## config.mk

```make
export PLATFORM = sky130hd
export DESIGN_NAME = vga_output
export DESIGN_NICKNAME = d
export VERILOG_FILES = /design/src/rtl/vga_output.sv
export SDC_FILE = /design/constraint.sdc
export NUM_CORES = 1
export LEC_CHECK = 0
export BUFFER_PORTS_ARGS = -buffer_cell sky130_fd_sc_hd__buf_2
export CAP_MARGIN = 20
export CORE_MARGIN = 2
export CORE_UTILIZATION = 42
export DETAILED_ROUTE_END_ITERATION = 10
export PLACE_DENSITY = 0.67
export SLEW_MARGIN = 40
export SYNTH_ARGS = -nofsm -noshare
export SYNTH_HDL_FRONTEND = slang
export SYNTH_SLANG_ARGS = --single-unit
```

## constraint.sdc

```tcl
create_clock -name clk -period 2.1 [get_ports clk]
set_clock_uncertainty 0.15 [all_clocks]
set_input_delay 0.42 -clock clk [delete_from_list [all_inputs] [get_ports clk]]
set_output_delay 0.42 -clock clk [all_outputs]
set_load 0.02 [all_outputs]
```

## src/rtl/vga_output.sv

```systemverilog
// VGA raster transmitter: 640x480@60 timing by default, RGB565 pixels popped from the
// sequencer FIFO and expanded to 8:8:8. It also flags FIFO underflow and marks frame starts.
module vga_output #(
  parameter int H_ACTIVE = 640,
  parameter int H_FP     = 16,
  parameter int H_SYNC   = 96,
  parameter int H_BP     = 48,
  parameter int V_ACTIVE = 480,
  parameter int V_FP     = 10,
  parameter int V_SYNC   = 2,
  parameter int V_BP     = 33
) (
  input  logic        clk,
  input  logic        rst,
  input  logic        enable,
  input  logic        underflow_clr,
  input  logic        seq_rd_empty,
  input  logic [15:0] seq_rd_data,
  output logic        seq_rd_en,
  output logic        frame_start,
  output logic        vga_hsync,
  output logic        vga_vsync,
  output logic        vga_de,
  output logic [7:0]  vga_pixel_r,
  output logic [7:0]  vga_pixel_g,
  output logic [7:0]  vga_pixel_b,
  output logic        underflow
);

  localparam int H_TOTAL = H_ACTIVE + H_FP + H_SYNC + H_BP;
  localparam int V_TOTAL = V_ACTIVE + V_FP + V_SYNC + V_BP;

  localparam logic [10:0] H_LAST    = 11'(H_TOTAL - 1);
  localparam logic [10:0] V_LAST    = 11'(V_TOTAL - 1);
  localparam logic [10:0] H_ACT_END = 11'(H_ACTIVE);
  localparam logic [10:0] V_ACT_END = 11'(V_ACTIVE);
  localparam logic [10:0] HS_START  = 11'(H_ACTIVE + H_FP);
  localparam logic [10:0] HS_END    = 11'(H_ACTIVE + H_FP + H_SYNC);
  localparam logic [10:0] VS_START  = 11'(V_ACTIVE + V_FP);
  localparam logic [10:0] VS_END    = 11'(V_ACTIVE + V_FP + V_SYNC);

  typedef enum logic {IDLE, RUN} state_t;

  state_t      state, state_next;
  logic [10:0] x, y, x_next, y_next;
  logic        running, act, h_win, v_win;
  logic        pending_underflow, show_pixel;

  // A frame may only stop on its last pixel, so enable is sampled there.
  always_comb begin
    // NOTE: every output of this block is defaulted first so no path leaves a value
    // unassigned, which would otherwise infer a latch.
    state_next = state;
    x_next     = x;
    y_next     = y;
    case (state)
      IDLE: begin
        x_next = '0;
        y_next = '0;
        if (enable) state_next = RUN;
      end
      RUN: begin
        if (x == H_LAST) begin
          x_next = '0;
          if (y == V_LAST) begin
            y_next = '0;
            if (!enable) state_next = IDLE;
          end else begin
            y_next = y + 11'd1;
          end
        end else begin
          x_next = x + 11'd1;
        end
      end
      default: state_next = IDLE;
    endcase
  end

  // NOTE: sequential state uses non-blocking assignments so every register samples
  // pre-edge values regardless of statement order.
  always_ff @(posedge clk or posedge rst) begin
    if (rst) begin
      state <= IDLE;
      x     <= '0;
      y     <= '0;
    end else begin
      state <= state_next;
      x     <= x_next;
      y     <= y_next;
    end
  end

  assign running     = (state == RUN);
  assign act         = running && (x < H_ACT_END) && (y < V_ACT_END);
  assign h_win       = (x >= HS_START) && (x < HS_END);
  assign v_win       = (y >= VS_START) && (y < VS_END);
  assign seq_rd_en   = act && !seq_rd_empty;
  assign frame_start = running && (x == '0) && (y == '0);

  // Stage 1: timing strobes delayed one clock to line up with the FIFO read latency.
  always_ff @(posedge clk or posedge rst) begin
    if (rst) begin
      vga_de            <= 1'b0;
      vga_hsync         <= 1'b1;
      vga_vsync         <= 1'b1;
      pending_underflow <= 1'b0;
      underflow         <= 1'b0;
    end else begin
      vga_de            <= act;
      vga_hsync         <= ~(running && h_win);
      vga_vsync         <= ~(running && v_win);
      pending_underflow <= act && seq_rd_empty;
      if (act && seq_rd_empty) underflow <= 1'b1;
      else if (underflow_clr)  underflow <= 1'b0;
    end
  end

  // The FIFO q is already registered, so gating it with stage-1 puts the pixel on the de cycle.
  assign show_pixel  = vga_de && !pending_underflow;
  assign vga_pixel_r = show_pixel ? {seq_rd_data[15:11], seq_rd_data[15:13]} : 8'h00;
  assign vga_pixel_g = show_pixel ? {seq_rd_data[10:5],  seq_rd_data[10:9]}  : 8'h00;
  assign vga_pixel_b = show_pixel ? {seq_rd_data[4:0],   seq_rd_data[4:2]}   : 8'h00;

endmodule

```

Yosys cells after proc, flatten, opt, wreduce, memory -nomap -nowiden. Cells that the tools add are included. Widths: inputs -> output; s select.

Add/subtract/negate cells: 2. $lt $le $gt $ge: 6. Equality and inequality tests: 3. Multiplexer cells: 14. Bitwise operators: 3. Reductions and logical operators: 16.

Operators with widths (number): $pmux 11 s2 (2); $mux 11 (3); $mux 8 (3); $add 11x1->11 const B (2); $eq 11x10->1 const B (2); $logic_not 11->1 (2); $lt 11x10->1 const B (2); $lt 11x9->1 const B (2); $ge 11x10->1 const B (1); $ge 11x9->1 const B (1); $logic_and 1x1->1 (11); $mux 1 (5); $not 1->1 (3); $logic_not 1->1 (2); $ne 2x1->1 const B (1); $pmux 1 s2 (1); $reduce_bool 2->1 (1).

Register bits after elaboration: 28. Input port bits: 21. Output and inout bits: 30.

Depth between registers and ports, before layout.
Depth after elaboration: 5. Mapped depth: 6. Mapped depth without buffers: 6.

Worst setup path before layout. OpenSTA, ideal clock, no wires.

Path type: reg-to-output. Start point: register y[0]. End point: output port frame_start. Arrival: 1433 ps. Required time: 1530 ps. Setup slack: 97 ps. Stages on the path, launching flop included: 6. Path buffers: 0. Cells stage by stage: dfrtp_1 inv_1 ha_1 nor4b_2 nand2_1 nor3_1.

Cells in the longest elaborated chain, start to end: 2.

RTL lines: from (decl) (line 45) `logic [10:0] x, y, x_next, y_next;`; from (signal assigned) (line 89) `y <= y_next;`; $logic_not 11->1 (line 98) `assign frame_start = running && (x == '0) && (y == '0);`; $logic_and 1x1->1 (line 98); to (decl) (line 20) `output logic frame_start,`.

No other way between the ends.

Worst setup path in the final report. Same ends and word-level chain as after synthesis.

==> reports/summary.txt <==
Overall power = 0.9824 mW
Num CTS Buffers = 3
Leakage power = 1.112 nW
Setup CP Type = flop to output pin
DRT Pass-1 Iters = 4
Post-detail-place hpwl = 3103 um
H-Tree Depth = 1
Port Buffers = 50
Run status = finished with violations
RSZ-0062 raised after global routing = yes
Crit. End Element = output pin
Layout cells sized above 1 = 38.62%
Vias per inst = 5.128
EDFF count, synth = 0
DR DRC count = 0
Mapped Area = 0.001708 mm2
Worst slew pin tran = 0.4225 ns
Final hold violations = 0
Cell taking the most area after synthesis = dfrtp_1
Final RePlAce weighted congestion = 0.8998
DR WL/cell = 13.83 um
Max VDD drop = 0.0004627 V
Worst-path clk slew = 0.09 ns
Clock Path Buffers = 2
Layout net count = 272
HP Class = input pin to asynchronous set/reset pin
MaxCap Viol Count = 0
Slew HR = 71.70%
Ranking of synthesized cells by area = dfrtp_1 (38%), and2_1 (7.0%), nand3_1 (4.4%), nor2_1 (4.2%), buf_4 (3.5%)
Mapped Nets = 206
Max Clk Rate = 0.4658 GHz
Final ANT Viol Nets = 0
GR Util All Layers = 18.47%
Most frequent cells in the layout = buf_2 (48), dfrtp_1 (26), buf_4 (21)
First-pass GRT wire length = 6430 um
Root Driver = clkbuf_8
Routed via count = 1518
Pwr Density = 438.6 mW/mm2
# setup viols final = 1
Avg Cell Area, Syn = 9.436 um2
Worst-skew pair later-pin latency = 0.27 ns
Core Region = 0.003943 mm2
Synth Warn # = 0
Violated checks = negative setup slack
Initial core utilization = 43.32%
DIE WIDTH = 67.77 um
Worst endpoint required time = 1.53 ns
Largest net degree at the start of global routing = 29
Post-place setup slack = 0.03546 ns
Initial antenna violation count = 0
Yosys reg bits = 28
Total I/O pin count = 51
Die area = 0.004593 mm2
Fin worst setup slack = -0.04689 ns
Die H = 67.77 um
Distinct cells, synth = 46
Min Tclk post-route = 2.147 ns
Top_reg_cell synth = dfrtp_1
CP Max Fanout = 3
Register area share after synthesis = 41.17%
Commonest non-fill, non-tap cell in the layout = buf_2
Clock sinks = 28
Vias in the first global route = 1387
Slew Limit Fails = 0
GRT overflow = 0
Diode count = 0
Routed wire length = 4095 um
Area growth syn-to-layout = 31.14%
Rows = 23
Post-synth top area share = 38.10%
DRT iter0 DRCs = 104
CTS tree = done
Final period util = 102.2%
CP Launch Type = flop
FFs w/ async S/R, synth = 100.0%
Cells after synthesis = 181
Crit path DAT = 1.58 ns
[logic make-up after synthesis]
group,synth area share [%]
buf+inv,6.447
flops,41.17
xor+xnor,3.590
fa+ha+maj,2.931
compound gates,12.38
simple gates,33.48
[final cells by class]
class	count	area (um2)
Clock buffer	4	55.05
Fill cell	333	1703
Inverter	10	37.54
Multi-Input combinational cell	132	949.7
Sequential cell	28	703.2
Tap cell	50	62.56
Timing Repair Buffer	72	431.7
[registers in the layout (all words and copies together) (netlist names)]
name,flops
vga_vsync,1
y,11
running,1
pending_underflow,1
x,11
underflow,1
vga_hsync,1
vga_de,1
[per-layer routing]
layer	global-route usage [%]	wire, um
met5	0	0
met4	3.750	25
met3	3.167	227
met2	30.88	1993
met1	25.13	1847
[metrics by stage]
stage                     TNS (ns)  cell area [um2]  util (%)  std cells  hold slack (ns)
after floorplan                  0             1708         -        181           0.3237
after global placement           0             2053     52.08        284           0.3044
after detailed placement         0             2053     52.08        284           0.3382
after CTS                 -0.09318             2172     55.09        291          0.05096
after global routing       -0.2384             2240     56.81        296          0.07167
final                     -0.04689             2240     56.81        296          0.03807
[cells in the mapped netlist (all sizes together), types with 4 or more instances]
cell type,number
nor3,5
and2,20
nor2,20
nand3,15
xnor2,5
and3,4
inv,10
buf,9
and4,4
o21ai,7
ha,4
nand4,4
nand2,7
a31oi,5
dfrtp,26
[power by group]
group / switching [mW] / internal (mW) / total, mW
clock network: 0.162 / 0.168 / 0.330
logic: 0.0665 / 0.0434 / 0.110
registers: 0.00105 / 0.541 / 0.542
[path summary, 6_finish.rpt]
check                                           start               endpoint  slack [ns]  cells past startpoint
worst max register to register         x[6]$_DFF_PP0_       y[3]$_DFFE_PP0P_        0.07                      3
worst max-delay path                 y[0]$_DFFE_PP0P_            frame_start       -0.05                      6
max in group asynchronous                         rst    vga_hsync$_DFF_PP1_        1.45                      3
min in group clk                               enable      running$_DFF_PP0_        0.19                      2
worst min-delay path                              rst       y[7]$_DFFE_PP0P_        0.04                      3
worst min register to register  underflow$_DFFE_PP0P_  underflow$_DFFE_PP0P_        0.35                      1
[worst max-delay path: stages, from the launching register on]
cell and delay (ns):
dfrtp_1 0.40, inv_2 0.07, ha_1 0.16, nor4b_4 0.23
nand2_1 0.10, nor3_2 0.19, buf_4 0.16
[repair_timing]
| item | CTS | global route |
|---|---|---|
| setup buffers | 3 | 5 |
| gates cloned | 0 | 0 |
| gates resized for setup | 9 | 8 |
| setup endpoints to repair | 26 | 12 |
| pin swaps | 1 | 5 |
| hold buffers | 0 | 0 |
Note: power is estimated with default switching activity, not from simulation.
